$ cat src/rtl/pipeline_hazard_ctrl_pkg.sv
// Shared types and widths for the pipeline hazard sequencer.
// The FSM only leaves RUN to carry a redirect across a cache stall.
package pipeline_hazard_ctrl_pkg;
  localparam int REG_W    = 5;
  localparam int DATA_WID = 32;

  typedef enum logic [1:0] {
    RUN   = 2'd0,
    DWAIT = 2'd1,
    IWAIT = 2'd2
  } hazard_state_e;
endpackage

$ cat src/rtl/pipeline_hazard_ctrl_load_use_det.sv
// Load-use detector: ID instruction reads a register that the load in EX has not yet produced.
// Register 0 is hard-wired to zero, so it never creates a hazard.
module hazard_load_use_det #(
  parameter int REG_W = 5
) (
  input  logic [REG_W-1:0] i_id_rs1,
  input  logic [REG_W-1:0] i_id_rs2,
  input  logic             i_id_use_rs1,
  input  logic             i_id_use_rs2,
  input  logic [REG_W-1:0] i_ex_rd,
  input  logic             i_ex_mem_read,
  output logic             o_load_use
);
  logic w_hit_rs1;
  logic w_hit_rs2;

  assign w_hit_rs1  = i_id_use_rs1 && (i_id_rs1 == i_ex_rd);
  assign w_hit_rs2  = i_id_use_rs2 && (i_id_rs2 == i_ex_rd);
  assign o_load_use = i_ex_mem_read && (i_ex_rd != '0) && (w_hit_rs1 || w_hit_rs2);
endmodule

$ cat src/rtl/pipeline_hazard_ctrl.sv
// Central stall/flush sequencer: merges cache stalls, load-use and mispredicts into per-stage
// hold/flush strobes and a PC redirect, deferring a redirect across cache stalls.
module pipeline_hazard_ctrl
  import pipeline_hazard_ctrl_pkg::*;
#(
  parameter int REG_W = pipeline_hazard_ctrl_pkg::REG_W,
  parameter int CNT_W = 32
) (
  input  logic                i_clk,
  input  logic                i_rst,
  input  logic                i_icache_stall,
  input  logic                i_dcache_stall,
  input  logic [REG_W-1:0]    i_id_rs1,
  input  logic [REG_W-1:0]    i_id_rs2,
  input  logic                i_id_use_rs1,
  input  logic                i_id_use_rs2,
  input  logic [REG_W-1:0]    i_ex_rd,
  input  logic                i_ex_mem_read,
  input  logic                i_predict_fail,
  input  logic [DATA_WID-1:0] i_fix_pc,
  output logic                o_pc_hold,
  output logic                o_pc_redirect,
  output logic [DATA_WID-1:0] o_redirect_pc,
  output logic                o_if_id_hold,
  output logic                o_if_id_flush,
  output logic                o_id_ex_hold,
  output logic                o_id_ex_flush,
  output logic                o_ex_mem_hold,
  output logic                o_mem_wb_hold,
  output logic [CNT_W-1:0]    o_stall_cycles,
  output logic [CNT_W-1:0]    o_flush_count
);
  hazard_state_e       r_state;
  hazard_state_e       w_state_nxt;
  hazard_state_e       w_state_eff;
  logic                r_pend_vld;
  logic [DATA_WID-1:0] r_pend_pc;
  logic [CNT_W-1:0]    r_stall_cnt;
  logic [CNT_W-1:0]    r_flush_cnt;

  logic                w_load_use;
  logic                w_pend_set;
  logic                w_pend_clr;
  logic [DATA_WID-1:0] w_pend_val;
  logic [DATA_WID-1:0] w_target;
  logic                w_flush_inc;
  logic                w_any_hold;

  logic                w_pc_hold, w_pc_redirect, w_if_id_hold, w_if_id_flush;
  logic                w_id_ex_hold, w_id_ex_flush, w_ex_mem_hold, w_mem_wb_hold;
  logic [DATA_WID-1:0] w_redirect_pc;

  hazard_load_use_det #(.REG_W(REG_W)) u_load_use_det (
    .i_id_rs1      (i_id_rs1),
    .i_id_rs2      (i_id_rs2),
    .i_id_use_rs1  (i_id_use_rs1),
    .i_id_use_rs2  (i_id_use_rs2),
    .i_ex_rd       (i_ex_rd),
    .i_ex_mem_read (i_ex_mem_read),
    .o_load_use    (w_load_use)
  );

  // A live mispredict is younger than any pending one, so its target wins.
  assign w_target = i_predict_fail ? i_fix_pc : r_pend_pc;

  always_comb begin
    w_state_nxt   = r_state;
    w_pend_set    = 1'b0;
    w_pend_clr    = 1'b0;
    w_pend_val    = i_fix_pc;
    w_flush_inc   = 1'b0;
    w_pc_hold     = 1'b0;
    w_pc_redirect = 1'b0;
    w_redirect_pc = '0;
    w_if_id_hold  = 1'b0;
    w_if_id_flush = 1'b0;
    w_id_ex_hold  = 1'b0;
    w_id_ex_flush = 1'b0;
    w_ex_mem_hold = 1'b0;
    w_mem_wb_hold = 1'b0;
    // Leaving DWAIT with nothing pending behaves exactly like RUN in that cycle.
    w_state_eff   = (r_state == DWAIT && !i_dcache_stall && !r_pend_vld) ? RUN : r_state;

    if (!i_rst) begin
      if (i_dcache_stall) begin
        w_pc_hold     = 1'b1;
        w_if_id_hold  = 1'b1;
        w_id_ex_hold  = 1'b1;
        w_ex_mem_hold = 1'b1;
        w_mem_wb_hold = 1'b1;
        w_pend_set    = i_predict_fail;
        if (w_state_eff == RUN) w_state_nxt = DWAIT;
      end else begin
        case (w_state_eff)
          RUN: begin
            w_state_nxt = RUN;
            if (i_predict_fail && i_icache_stall) begin
              w_pend_set    = 1'b1;
              w_pc_hold     = 1'b1;
              w_if_id_flush = 1'b1;
              w_id_ex_flush = 1'b1;
              w_state_nxt   = IWAIT;
            end else if (i_predict_fail) begin
              w_pc_redirect = 1'b1;
              w_redirect_pc = i_fix_pc;
              w_if_id_flush = 1'b1;
              w_id_ex_flush = 1'b1;
              w_flush_inc   = 1'b1;
            end else if (i_icache_stall) begin
              w_pc_hold     = 1'b1;
              w_if_id_flush = 1'b1;
            end else if (w_load_use) begin
              w_pc_hold     = 1'b1;
              w_if_id_hold  = 1'b1;
              w_id_ex_flush = 1'b1;
            end
          end
          DWAIT, IWAIT: begin
            w_if_id_flush = 1'b1;
            w_id_ex_flush = 1'b1;
            if (i_icache_stall) begin
              w_pc_hold   = 1'b1;
              w_pend_set  = i_predict_fail;
              w_state_nxt = IWAIT;
            end else begin
              w_pc_redirect = 1'b1;
              w_redirect_pc = w_target;
              w_flush_inc   = 1'b1;
              w_pend_clr    = 1'b1;
              w_state_nxt   = RUN;
            end
          end
          default: w_state_nxt = RUN;
        endcase
      end
    end
  end

  assign w_any_hold = w_pc_hold | w_if_id_hold | w_id_ex_hold | w_ex_mem_hold | w_mem_wb_hold;

  always_ff @(posedge i_clk or posedge i_rst) begin
    if (i_rst) begin
      r_state     <= RUN;
      r_pend_vld  <= 1'b0;
      r_pend_pc   <= '0;
      r_stall_cnt <= '0;
      r_flush_cnt <= '0;
    end else begin
      r_state <= w_state_nxt;
      if (w_pend_set) begin
        r_pend_vld <= 1'b1;
        r_pend_pc  <= w_pend_val;
      end else if (w_pend_clr) begin
        r_pend_vld <= 1'b0;
      end
      if (w_any_hold)  r_stall_cnt <= r_stall_cnt + CNT_W'(1);
      if (w_flush_inc) r_flush_cnt <= r_flush_cnt + CNT_W'(1);
    end
  end

  assign o_pc_hold      = w_pc_hold;
  assign o_pc_redirect  = w_pc_redirect;
  assign o_redirect_pc  = w_redirect_pc;
  assign o_if_id_hold   = w_if_id_hold;
  assign o_if_id_flush  = w_if_id_flush;
  assign o_id_ex_hold   = w_id_ex_hold;
  assign o_id_ex_flush  = w_id_ex_flush;
  assign o_ex_mem_hold  = w_ex_mem_hold;
  assign o_mem_wb_hold  = w_mem_wb_hold;
  assign o_stall_cycles = r_stall_cnt;
  assign o_flush_count  = r_flush_cnt;
endmodule

$ cat config.mk
export PLATFORM = sky130hd
export DESIGN_NAME = pipeline_hazard_ctrl
export DESIGN_NICKNAME = d
export VERILOG_FILES = /design/src/rtl/pipeline_hazard_ctrl_pkg.sv /design/src/rtl/pipeline_hazard_ctrl_load_use_det.sv /design/src/rtl/pipeline_hazard_ctrl.sv
export SDC_FILE = /design/constraint.sdc
export NUM_CORES = 1
export LEC_CHECK = 0
export ABC_AREA = 1
export BUFFER_PORTS_ARGS = -buffer_cell sky130_fd_sc_hd__buf_2
export CAP_MARGIN = 30
export CORE_UTILIZATION = 45
export DETAILED_ROUTE_END_ITERATION = 10
export GPL_TIMING_DRIVEN = 0
export HOLD_SLACK_MARGIN = 0.06
export PLACE_DENSITY = 0.7
export SLEW_MARGIN = 20
export SYNTH_ARGS = -nofsm -noshare
export SYNTH_HDL_FRONTEND = slang
export SYNTH_SLANG_ARGS = --single-unit
$ cat constraint.sdc
create_clock -name i_clk -period 2.8 [get_ports i_clk]
set_input_delay 0.14 -clock i_clk [delete_from_list [all_inputs] [get_ports i_clk]]
set_output_delay 0.14 -clock i_clk [all_outputs]
set_load 0.1 [all_outputs]
---- After elaboration in Yosys (flattened, before gate mapping) ----
Cells that the tools add are included.
storage, ports and cells
  output and inout bits ................... 104
  logic and storage cells ................. 88
  flip-flop bits (word level) ............. 99
  input bits .............................. 55
cells by class
  add/subtract/negate cells ............... 2
  bitwise gates (word level) .............. 5
  muxes and demuxes ....................... 55
  equality and inequality tests ........... 6
  reduce and logical (&&, ||, !) cells .... 15
operators with widths
  operator               number
  $mux 32                6
  $add 32x1->32 const B  2
  $pmux 32 s2            1
  $mux 1                 37
  $eq 5x5->1             2
  $mux 2                 5
  $pmux 1 s2             5
  $logic_and 1x1->1      7
  $reduce_bool 5->1      1
  $eq 2x1->1 const B     2
  $or 1x1->1             4
  $pmux 2 s2             1
  $eq 2x2->1 const B     1
  $logic_not 1->1        2
  $logic_not 2->1        1
  $ne 2x1->1 const B     1
  $reduce_and 2->1       1
  $reduce_bool 2->1      1
  $reduce_or 2->1        1
  $logic_or 1x1->1       1
  $not 1->1              1

---- Logic depth before layout (Yosys ltp) ----
  word-level depth ........................ 15
  mapped depth ............................ 13
  mapped depth without buffers ............ 12

---- Hierarchy ----
Synthesis repeated with hierarchy kept, for this count alone.
second synthesis, totals
  cells, all modules ...................... 964
  area total of the unflattened synthesis .. 6412.4 um2
modules (own cells, without submodules)
  module                area each (um2)  times used  cells an instance  seq. area each (um2)
  pipeline_hazard_ctrl  6195.9           1           909                2477.4
  hazard_load_use_det   216.5            1           55                 0.0

---- Worst setup path after synthesis ----
Ideal clock, no wire load.
  kind .................................... input-to-output
  start point ............................. input port i_rst
  end point ............................... output port o_redirect_pc[23]
  stages on the path ...................... 6
  path slack .............................. -0.862 ns
  arrival time ............................ 3.522 ns
  data required time ...................... 2.660 ns
  buffers on the path ..................... 1
  cell sequence ........................... inv_2 > nand2_1 > nor2_2 > inv_2 > clkbuf_1 > a21oi_1
between the ends
  cells in the longest elaborated chain, start to end .. 1
RTL lines
  what             RTL line                    source
  start, declared  pipeline_hazard_ctrl.sv:10  input logic i_rst,
  $mux 32          pipeline_hazard_ctrl.sv:84  if (!i_rst) begin
  end, declared    pipeline_hazard_ctrl.sv:23  output logic [DATA_WID-1:0] o_redirect_pc,
Every way passes these cells.

---- Worst setup path in the final report ----
  start point ............................. register r_state[1]
  end point ............................... output port o_redirect_pc[28]
between the ends
  cells in the longest elaborated chain, start to end .. 9
  elaborated cells on any way between the ends .. 11
  those cells by class .................... 3 x eq/ne; 4 x mux; 4 x reduce/logical
RTL lines
  what                                             RTL line                     source
  start, declared                                  pipeline_hazard_ctrl.sv:33   hazard_state_e r_state;
  start signal, assigned                           pipeline_hazard_ctrl.sv:149  r_state <= w_state_nxt;
  $eq 2x1->1                                       pipeline_hazard_ctrl.sv:82   w_state_eff = (r_state == DWAIT && !i_dcache_stall && !r_pend_vld) ? RUN : r_state;
  $logic_and 1x1->1 (2 in series)                  pipeline_hazard_ctrl.sv:82
  $mux 2 *                                         pipeline_hazard_ctrl.sv:82
  $eq 2x1->1 / $eq 2x2->1 (equally long branches)  pipeline_hazard_ctrl.sv:94   case (w_state_eff)
  $reduce_or 2->1                                  pipeline_hazard_ctrl.sv:94
  $pmux 32 s2 *                                    pipeline_hazard_ctrl.sv:94
  $mux 32 *                                        pipeline_hazard_ctrl.sv:85   if (i_dcache_stall) begin
  $mux 32 *                                        pipeline_hazard_ctrl.sv:84
Mark *: on every way between the ends. The rest lies on a longest branch, timed or not.

==> run summary <==
DETAILED ROUTING
--------------------------------------------------------------------------------
Vias per std cell                                                           5.25
Remaining antenna violation count                                              0
Post-Route WL                                                            17.9 mm
Number of design rule violations left after detail routing                     0
Length of the first detailed-routing pass in iterations                        8
Vias                                                                        6238
Starting DRC count in detailed routing                                       333
Wire length per cell                                                     15.1 um

RUN STATUS
--------------------------------------------------------------------------------
Run status                                                             completed

CTS
--------------------------------------------------------------------------------
Clock latency reported for the late side of the worst-skew pair          0.36 ns
CTS clock-pin slew for the worst setup and hold paths                    0.07 ns
CTS tree                                                                   built
Clk sink count                                                                99
Clock root buffer master                                            sky130_fd_sc_hd__clkbuf_16
Max Buffers Root-to-Sink                                                       2
Total CTS buffers                                                              9
Number of H-tree branching levels                                              3

POWER
--------------------------------------------------------------------------------
Ratio of total power to cell area                                     636 nW/um2
Static Leak                                                           0.00405 uW
Maximum VDD drop                                                        0.440 mV
Total power of the final layout                                          5360 uW

GRT
--------------------------------------------------------------------------------
Global-route total usage across every layer                                25.7%
Number of antenna violations at the first check in global routing              0
Global-route wire length before repair                                   29.3 mm
Number of global-route vias before repair                                   5945
Largest net degree at the start of global routing                            104
Total grt overflow                                                             0

TIMING
--------------------------------------------------------------------------------
Fin. Hold Viols                                                                0
Final count of negative-setup-slack endpoints                                  0
Worst-margin pin slew                                                   0.515 ns
Shortest clock period the worst path allows after layout                 2.72 ns
Worst setup skew after layout                                         0.00644 ns
Worst relative slew slack                                                  65.9%
Setup repair after global routing missed its margin                          yes
Maximum clock rate                                                     0.367 GHz
Count of pins over their slew limit                                            0
Period utilisation layout                                                  97.2%

SETUP PATH
--------------------------------------------------------------------------------
Worst R2R Start                                                       r_state[1]
Cells along the critical path                                       o31ai_4, inv_1, ha_1, buf_4, buf_1, nand4_1, a21oi_4, buf_6
Reg2reg path depth                                                            11
Signal arrival time at the worst endpoint                                2.58 ns
Maximum fanout encountered on the critical timing path                        10
Type of element capturing the critical path                           output pin
Max stage delay cell, worst path                                    sky130_fd_sc_hd__dfrtp_2
Start-to-end type of the worst setup path                           flop to output pin
Longest individual stage delay on the worst path                         0.43 ns
Endpoint required time on the critical path                              2.66 ns
Reg-to-reg critical path endpoint                                   r_pend_pc[24]
Register-to-register setup slack                                         0.26 ns
Startpoint kind of the worst setup timing path                              flop

PLACED DESIGN
--------------------------------------------------------------------------------
Number of cells in the design after placement                               1139
Placer Congestion                                                          0.910
Placed wire-length estimate                                              12.7 mm
Count of input and output buffers                                            158

LOGIC SYNTHESIS
--------------------------------------------------------------------------------
Synthesized Nets                                                             864
Synthesis warning total                                                        0
Post-synthesis register bit count                                             99
Portion of the post-synthesis area used by sequential elements             40.4%
Instance count of the mapped netlist                                         805
Post-Syn Area                                                           6140 um2
Synth cell types                                                              32
Synth Area per Inst                                                     7.63 um2

MIN PATH
--------------------------------------------------------------------------------
Worst hold path class                                               primary input to flop
Depth of the worst hold-timing path                                            3
Worst hold path startpoint                                          i_dcache_stall
End point of the most critical hold path                              r_state[0]

CELLS AND AREA
--------------------------------------------------------------------------------
Nets                                                                        1067
Layout cell share with drive strength beyond 1                             28.2%
ANT cells                                                                      0
Layout Utilization                                                         63.4%
Final std cells w/o fill                                                    1188
Footprint of the multi-input gates                                      3520 um2
Count of filler cells inserted in the layout                                1157
Sequential cell area in the final layout                                2480 um2
Layout overhead on the synthesized area                                    37.3%

DIE
--------------------------------------------------------------------------------
Full die area                                                          14100 um2
Starting density of the core                                               46.2%
# rows                                                                        42
Area of the core                                                       13300 um2
Width of the die                                                          119 um
Count of boundary I/O pins                                                   159
Die span in y                                                             119 um

FLOW RUN
--------------------------------------------------------------------------------
Max-cap check violation count                                                  0

-- how the worst max path moves through the flow --
stage / cells past startpoint / from / end / slack, ns
4_1_cts: 10 / r_state[1] / o_redirect_pc[19] / -0.004
3_3_place_gp: 8 / i_rst / o_redirect_pc[19] / -0.39
6_report: 8 / r_state[1] / o_redirect_pc[28] / 0.08
3_5_place_dp: 8 / i_rst / o_redirect_pc[19] / -0.11
5_1_grt: 10 / r_state[1] / o_redirect_pc[27] / -0.05
2_1_floorplan: 9 / r_state[1] / o_redirect_pc[23] / -0.008
-- final cells by class --
type	instances	area share, %
Sequential cell	99	29.4
Clock buffer	10	2.72
Tap cell	176	2.61
Buffer	36	2.36
Clock inverter	5	0.935
Inverter	64	2.91
Multi-Input combinational cell	604	41.8
Timing Repair Buffer	194	17.3
-- sequential cells by signal, summed over array words and instances (netlist names) --
signal,count
r_pend_vld,1
r_state,2
o_stall_cycles,32
r_pend_pc,32
o_flush_count,32
-- logic make-up after synthesis --
family | Yosys count | share of synthesized area, %
DFF | 99 | 40.4
adders and majority gates | 4 | 0.815
muxes | 32 | 5.87
xor gates and xnor gates | 59 | 8.42
AOI/OAI and AO/OA | 43 | 3.67
and+or+nand+nor | 466 | 33.8
buffers and inverters | 102 | 7.07
-- worst max-delay path, delay by kind of cell (launching register included) --
family,cells,cell delay [ns]
adders and majority gates,1,0.27
DFF,1,0.43
AOI/OAI and AO/OA,2,0.45
and+or+nand+nor,1,0.22
buffers and inverters,4,0.84
-- cell usage in the layout (no fill, tap or decap), drive strengths merged --
master       netlist  final
nand2            221    221
nand3             89     89
o21ai              5      5
nor3              36     36
ha                 4      4
nor4               2      2
o31ai              1      1
or2                1      1
nand4             48     48
nand3b             1      1
xor2              42     42
mux2              32     32
buf               21    183
bufinv             0      2
dlygate4sd3        0     33
clkbuf            17     24
inv               64     64
clkinv             0      3
dfrtp             99     99
nor2              68     68
a21oi             36     36
xnor2             17     17
o2111ai            1      1
-- stage by stage --
stage / setup TNS [ns] / setup slack [ns] / area [um2] / hold slack, ns
after floorplan: -0.0778 / -0.00806 / 6400 / 0.271
after global routing: -0.398 / -0.0530 / 8430 / 0.134
after detailed placement: -1.74 / -0.110 / 7420 / 0.394
final: 0 / 0.0772 / 8430 / 0.117
after global placement: -10.13 / -0.386 / 7420 / 0.391
after CTS: -0.00393 / -0.00393 / 8190 / 0.0551
-- cell usage after synthesis, drive strengths merged --
library cell | instances | area [um2]
o21ai | 5 | 28.8
or2 | 1 | 6.26
o2111ai | 1 | 8.76
mux2 | 32 | 360
nand2 | 221 | 842
xor2 | 42 | 368
nand3b | 1 | 7.51
nor2 | 68 | 265
nor3 | 36 | 185
dfrtp | 99 | 2480
inv | 64 | 240
a21oi | 36 | 180
clkbuf | 17 | 63.8
buf | 21 | 130
nand3 | 89 | 450
nor4 | 2 | 18.8
xnor2 | 17 | 149
ha | 4 | 50.1
nand4 | 48 | 300
o31ai | 1 | 7.51
-- layer usage --
layer	global-route usage, %	part of all wire (%)	vias to the layer above
li1	-	-	3069
met4	6.41	1.5	0
met5	0	0	-
met2	42.6	50	188
met3	5.55	4.6	21
met1	34.0	44	2960
-- where the power goes --
| part | switching, uW | internal, uW | total, uW |
|---|---|---|---|
| Sequential | 191 | 1640 | 1830 |
| Clock | 545 | 777 | 1320 |
| Combinational | 1610 | 594 | 2200 |
-- timing repair --
action                                  in CTS  in global routing
hold buffers                                32                  1
endpoints found under the hold margin       68                 28
pin swaps                                    0                  2
gates resized for setup                     53                 58
buffers inserted                             0                  2
endpoints found under the setup margin      33                 34
Note: power is estimated with default switching activity, not from simulation.
